**src/rtl/int_seq_ctrl.sv**
```systemverilog
// int_seq_ctrl: interrupt/reset sequencer for the 2A03 core.
// Picks RESET/NMI/BRK/IRQ at instruction boundaries, pushes PC and P, then loads PC from the vector.
//
// state  | meaning
// IDLE   | waiting for a pending event (RESET needs no boundary)
// PUSH_H | push PC high byte to 0x01SP
// PUSH_L | push PC low byte to 0x01SP
// PUSH_P | push status, B set only for BRK
// VEC_L  | read vector low byte into PCL
// VEC_H  | read vector high byte into PCH, set I, finish
module int_seq_ctrl (
    input  logic        clk,
    input  logic        rst,
    input  logic        boundary,
    input  logic        nmi_n,
    input  logic        irq_n,
    input  logic        brk_req,
    input  logic        i_flag,
    input  logic [7:0]  p_cur,
    input  logic [7:0]  pcl_cur,
    input  logic [7:0]  pch_cur,
    input  logic [7:0]  sp_in,
    input  logic [7:0]  mem_rdata,
    output logic [15:0] mem_addr,
    output logic [7:0]  mem_wdata,
    output logic        mem_we,
    output logic        sp_dec,
    output logic        load_pc_l,
    output logic        load_pc_h,
    output logic [7:0]  pcl_load_val,
    output logic [7:0]  pch_load_val,
    output logic        set_i,
    output logic        busy,
    output logic        int_done
);
    typedef enum logic [2:0] {IDLE, PUSH_H, PUSH_L, PUSH_P, VEC_L, VEC_H} state_t;
    typedef enum logic [1:0] {K_RES, K_NMI, K_BRK, K_IRQ} kind_t;

    state_t      state, state_nxt;
    kind_t       kind, kind_nxt;
    logic        res_pend, nmi_pend, nmi_q;
    logic        nmi_edge, irq_act, start;
    logic [15:0] vec_base;

    assign nmi_edge = nmi_q & ~nmi_n;
    assign irq_act  = ~irq_n & ~i_flag;
    assign start    = (state == IDLE) && (state_nxt != IDLE);

    always_ff @(posedge clk) begin
        // the NMI sampler keeps running through reset so a line held low across reset is not an edge
        nmi_q <= nmi_n;
        if (rst) begin
            state    <= IDLE;
            kind     <= K_RES;
            res_pend <= 1'b1;
            nmi_pend <= 1'b0;
        end else begin
            state <= state_nxt;
            kind  <= kind_nxt;
            if (start && kind_nxt == K_RES)
                res_pend <= 1'b0;
            if (nmi_edge)
                nmi_pend <= 1'b1;
            else if (start && kind_nxt == K_NMI)
                nmi_pend <= 1'b0;
        end
    end

    always_comb begin
        state_nxt = state;
        kind_nxt  = kind;
        case (state)
            IDLE: begin
                if (res_pend) begin
                    state_nxt = PUSH_H;
                    kind_nxt  = K_RES;
                end else if (boundary && nmi_pend) begin
                    state_nxt = PUSH_H;
                    kind_nxt  = K_NMI;
                end else if (boundary && brk_req) begin
                    state_nxt = PUSH_H;
                    kind_nxt  = K_BRK;
                end else if (boundary && irq_act) begin
                    state_nxt = PUSH_H;
                    kind_nxt  = K_IRQ;
                end
            end
            PUSH_H:  state_nxt = PUSH_L;
            PUSH_L:  state_nxt = PUSH_P;
            PUSH_P:  state_nxt = VEC_L;
            VEC_L:   state_nxt = VEC_H;
            default: state_nxt = IDLE;
        endcase
    end

    always_comb begin
        case (kind)
            K_NMI:   vec_base = 16'hFFFA;
            K_RES:   vec_base = 16'hFFFC;
            default: vec_base = 16'hFFFE;
        endcase
    end

    // outputs are forced quiet while rst is high, even though the state register only clears at the edge
    always_comb begin
        mem_addr     = 16'h0000;
        mem_wdata    = 8'h00;
        mem_we       = 1'b0;
        sp_dec       = 1'b0;
        load_pc_l    = 1'b0;
        load_pc_h    = 1'b0;
        pcl_load_val = 8'h00;
        pch_load_val = 8'h00;
        set_i        = 1'b0;
        busy         = 1'b0;
        int_done     = 1'b0;
        if (!rst) begin
            busy = (state != IDLE);
            case (state)
                PUSH_H, PUSH_L, PUSH_P: begin
                    mem_addr = {8'h01, sp_in};
                    sp_dec   = 1'b1;
                    mem_we   = (kind != K_RES);
                    if (state == PUSH_H)
                        mem_wdata = pch_cur;
                    else if (state == PUSH_L)
                        mem_wdata = pcl_cur;
                    else
                        mem_wdata = {p_cur[7:6], 1'b1, kind == K_BRK, p_cur[3:0]};
                end
                VEC_L: begin
                    mem_addr     = vec_base;
                    load_pc_l    = 1'b1;
                    pcl_load_val = mem_rdata;
                end
                VEC_H: begin
                    mem_addr     = {vec_base[15:1], 1'b1};
                    load_pc_h    = 1'b1;
                    pch_load_val = mem_rdata;
                    set_i        = 1'b1;
                    int_done     = 1'b1;
                end
                default: ;
            endcase
        end
    end
endmodule

```
**config.mk**
```make
export PLATFORM = sky130hd
export DESIGN_NAME = int_seq_ctrl
export DESIGN_NICKNAME = d
export VERILOG_FILES = /design/src/rtl/int_seq_ctrl.sv
export SDC_FILE = /design/constraint.sdc
export NUM_CORES = 1
export LEC_CHECK = 0
export ABC_AREA = 1
export BUFFER_PORTS_ARGS = -buffer_cell sky130_fd_sc_hd__buf_2
export CAP_MARGIN = 20
export CORE_MARGIN = 1.5
export CORE_UTILIZATION = 35
export DETAILED_ROUTE_END_ITERATION = 16
export PLACE_DENSITY = 0.81
export SETUP_SLACK_MARGIN = 0.3
export SLEW_MARGIN = 20
export SYNTH_ARGS = -nofsm -noshare
export SYNTH_HDL_FRONTEND = slang
export SYNTH_SLANG_ARGS = --single-unit
```
**constraint.sdc**
```tcl
create_clock -name clk -period 1.8 [get_ports clk]
set_clock_uncertainty 0.05 [all_clocks]
set_input_delay 0.27 -clock clk [delete_from_list [all_inputs] [get_ports clk]]
set_output_delay 0.27 -clock clk [all_outputs]
set_load 0.02 [all_outputs]
```
* Yosys cells after proc, flatten, opt, wreduce, memory -nomap -nowiden
Index checks and enable logic that the tools add are counted.
** Word-level totals
- Memory bits (read-only) :: 0
- RAM bits :: 0
- Register bits :: 8
- Memories kept :: 0
- Latch bits :: 0
** Operators by class
- Mux-type cells :: 32
- $lt $le $gt $ge :: 0
- Bitwise gates (word level) :: 5
- Divide/modulo/power cells :: 0
- Reductions and logical operators :: 14
- Shifts and indexed selects :: 0
- Multipliers :: 0
- Add/sub/neg operators :: 0
- Equality and inequality tests :: 8
** Operators with widths (number)
- 8-bit two-way mux :: 8
- 16-bit one-hot mux with 3 select lines :: 1
- 16-bit two-way mux :: 1
- 3-bit one-hot mux with 5 select lines :: 1
- 3-bit two-way mux :: 4
- 1-bit two-way mux :: 11
- 2-bit two-way mux :: 5
- 3-bit by 2-bit == test with 1-bit output, second input constant :: 2
- 3-bit == test, second input constant :: 2
- 1-bit logical AND :: 6
- 3-bit one-hot mux with 2 select lines :: 1
- 3-bit nonzero test :: 2
- 2-bit by 1-bit == test with 1-bit output, second input constant :: 2
- 2-bit logical NOT :: 2
- 2-bit nonzero test :: 2
- 3-bit by 1-bit == test with 1-bit output, second input constant :: 1
- 3-bit logical NOT :: 1
- 1-bit inverter :: 3
- 3-bit OR reduction :: 1
- 1-bit AND :: 2
- 2-bit == test, second input constant :: 1

* Longest topological paths before layout
- Word-level depth :: 13
- Gate-level depth with buffers :: 9
- Mapped depth without buffers :: 8

* Worst setup path before layout
Ideal clock, no wire load.
- Kind :: register -> output
- Start :: register state[0]
- End :: output port mem_addr[1]
- Path slack :: 0.052 ns
- Arrival time :: 1.428 ns
- Data required time :: 1.480 ns
- Cell stages (with the launch flop) :: 5
- Path through :: dfxtp_1 nand3_1 nor2_2 nor2_4 o21ai_0
** Between the ends
- Cells in the longest elaborated chain, start to end :: 4
- Elaborated cells between the ends (all ways) :: 8
- Those cells by class :: eq/ne: 5; mux: 2; reduce/logical: 1
** Ends and longest elaborated chain
- start, declared :: RTL line 39 : state_t state, state_nxt;
- start signal, assigned :: RTL line 58 : state <= state_nxt;
- 3-bit by 1-bit == test with 1-bit output / 3-bit by 2-bit == test with 1-bit output (equally long branches) :: RTL line 119 : case (state)
- 3-bit OR reduction :: RTL line 119
- 16-bit one-hot mux with 3 select lines (*) :: RTL line 119
- 16-bit two-way mux (*) :: RTL line 117 : if (!rst) begin
- end, declared :: RTL line 24 : output logic [15:0] mem_addr,
Every way passes the cells marked *; elsewhere a longest branch is shown, timed or not.

* Worst setup path after layout
- Start :: register state[1]
- End :: output port mem_addr[3]
The elaborated chain is that of the path after synthesis.

==> flow_metrics.py <==
metrics = {
    "die": {
        "coreArea_um2": 2430,
        "rows": 18,
        "die-area_um2": 2850,
        "io_pins": 94,
        "start_util_pct": 36.6,
        "dieHeight_um": 53.4,
        "die_w_um": 53.4,
    },
    "pwr": {
        "powerDensity_nw_per_um2": 1220,
        "p_comb_share_pct": 78.8,
        "power_leakage_nw": 0.988,
        "power_switching_mw": 1.05,
        "swShare_pct": 50.0,
        "vdd_drop_max_uv": 846,
        "seqPwrFrac_pct": 14.6,
        "pwr-share-clk_pct": 6.6,
        "p_int_mw": 1.05,
    },
    "timing": {
        "max_freq_mhz": 541,
        "worst_pin_slew_ns": 0.423,
        "rsz0062_at_grt": "yes",
        "setup_tns_ns": -0.260,
        "slew_headroom_pct": 71.8,
        "final_hold_viol_count": 0,
        "finalCritPeriodShare_pct": 103,
        "whs_ns": 0.0799,
        "worst_slack_ns": -0.0501,
        "setup_viol": 15,
        "slew_violations": 0,
        "min_period_ns": 1.85,
    },
    "critical_path": {
        "required_ns": 1.48,
        "worst-setup-path-type": "flip-flop to primary output",
        "worstPathMaxFanout": 6,
        "cp_slowest_stage_delay_ns": 0.37,
        "crit_top_cell": "nor2_4",
        "startpoint_type": "flip-flop",
        "path_cells": "inv_4 -> nand2_4 -> nor2_4 -> inv_2 -> nor2_4 -> nor2_4 -> inv_6 -> o21a_4 -> buf_2",
        "end_kind": "primary output",
        "arrival_ns": 1.53,
        "regToRegSetupSlack_ns": 0.52,
        "critPathSlowestCell": "dfxtp_4",
    },
    "layout": {
        "diodes": 0,
        "fin_cells": 282,
        "drive_gt1_share_pct": 63.9,
        "area_delta_synth_final_pct": 93.4,
        "final_cell_mix": "69 x buf_2, 23 x nand2_1, 22 x buf_4",
        "nNetsFinal": 301,
        "final_common_cell": "buf_2",
    },
    "clock_tree": {
        "clock-sinks": 8,
        "holdBufCountCts": 0,
        "tritoncts": "yes",
        "clk_pin_slew_ns": 0.05,
        "htree_levels": 1,
        "cts_buffers": 3,
        "max-clock-path-buffers": 2,
        "cts-root-buf": "clkbuf_4",
        "clk_latency_ns": 0.25,
    },
    "flow_run": {
        "maxCapViolCount": 0,
    },
    "drt": {
        "wl_met3_um": 247,
        "viasPerCell": 4.73,
        "drt_iter0_drc": 17,
        "met2_length_mm": 1.74,
        "route.top_layer_used": "met4",
        "drt-wirelength-per-cell_um": 11.6,
        "drc": 0,
        "firstDrtPassIters": 4,
        "num_vias": 1333,
        "drt-total-wl_mm": 3.26,
        "wl_met1_mm": 1.25,
        "ant_nets": 0,
    },
    "global_route": {
        "track_usage_pct": 21.7,
        "antenna_found_initial": 0,
        "grt_pass1_vias": 1102,
        "grt-ovfl-total": 0,
        "grt_pass1_wl_mm": 4.55,
        "grt_max_degree": 11,
    },
    "logic_synthesis": {
        "yosysSeqAreaShare_pct": 18.0,
        "synth.distinct_cells": 23,
        "ys_ff_latch": 8,
        "yosys_warnings": 0,
        "postSynthAreaPerCell_um2": 5.85,
        "syn-num-nets": 199,
        "netlist_area_um2": 890,
        "syn_inst": 152,
    },
    "placed_design": {
        "port_buffers": 91,
        "dp_hpwl_mm": 2.13,
        "dp_cells": 266,
        "place.gp.congestion": 0.787,
    },
    "status": {
        "status": "finished with violations",
        "violations": "negative setup slack",
    },
    "hold_path": {
        "hp-class": "input port to flip-flop",
    },
}
[synthesized netlist by cell type]
master    n  area share [%]
a21oi_1   5             2.8
a31o_1    5             4.9
a31o_2    1            0.98
a31oi_1   1            0.70
buf_2     2             1.1
buf_4     9             7.6
buf_6     2             2.5
dfxtp_1   8              18
inv_1    25              11
inv_2     5             2.1
nand2_1  25              11
nand2_2   2             1.4
nand3_1   5             2.8
nand3_2   1             1.1
nand4_1   7             4.9
nor2_1   26              11
nor2_2    3             2.1
nor2_4    2             2.5
nor3_1    1            0.56
o21a_1    5             4.2
o21ai_0   9             5.1
o21ai_1   2             1.1
o221a_2   1             1.3
[cells by family (layout without fill, tap and decap cells)]
| group | after synthesis | in the layout | synth area share [%] |
|---|---|---|---|
| AO/OA/AOI/OAI | 29 | 29 | 21.1 |
| buffers and inverters | 43 | 143 | 23.9 |
| flip-flops | 8 | 8 | 18.0 |
| AND/OR/NAND/NOR | 72 | 72 | 37.0 |
[registers in the layout, indices dropped and copies added, names as in the netlist]
| signal | flops |
|---|---|
| state | 3 |
| kind | 2 |
| nmi_pend | 1 |
| nmi_q | 1 |
| res_pend | 1 |
[through the flow]
step	cell area, µm²	power (mW)	utilization (%)	setup WS [ns]
5_1_grt	1720	2.24	70.7	-0.134
6_report	1720	2.09	70.7	-0.0501
3_3_place_gp	1430	1.49	58.6	0.158
2_1_floorplan	1010	1.21	-	0.200
4_1_cts	1680	1.98	69.1	-0.0316
3_5_place_dp	1430	1.51	58.6	0.121
[worst paths after layout]
check / cells after the start / from / end
hold reg to reg: 2 / nmi_q / nmi_pend
setup / recovery: 9 / state[1] / mem_addr[3]
setup reg to reg: 6 / state[0] / res_pend
hold / removal: 1 / nmi_n / nmi_q
[power groups by stage]
| stage | Sequential [mW] | Clock (mW) | Combinational (mW) |
|---|---|---|---|
| floorplan | 0.270 | 0 | 0.942 |
| global placement | 0.284 | 0 | 1.20 |
| detailed placement | 0.288 | 0 | 1.22 |
| CTS | 0.305 | 0.143 | 1.54 |
| global route | 0.310 | 0.156 | 1.78 |
| finish | 0.306 | 0.138 | 1.65 |
[critical path: cells and delay by family (launching register included)]
kind                   cells  cell delay (ns)
and+or+nand+nor            4             0.34
AOI/OAI and AO/OA          1             0.21
DFF                        1             0.37
buffers and inverters      4             0.35
[timing repair]
action / 4_1_cts / 5_1_grt
setup buffers: 9 / 2
gates resized for setup: 55 / 7
gates cloned: 2 / 0
pin swaps: 3 / 2
endpoints found under the setup margin: 47 / 47
[metal layers]
metal | global-route usage (%) | vias to the layer above
met4 | 3.85 | 0
li1 | - | 677
met5 | 0 | -
met1 | 22.8 | 593
met2 | 42.6 | 61
met3 | 5.65 | 2
[cell type report]
| class | instances | area [µm²] |
|---|---|---|
| timing repair buffer | 108 | 702 |
| fill | 203 | 712 |
| inverter | 30 | 130 |
| timing repair inverter | 2 | 13.8 |
| tap | 30 | 37.5 |
| sequential | 8 | 169 |
| multi-input combinational | 101 | 646 |
| clock buffer | 3 | 22.5 |
Power figures use the tool's default switching activity.
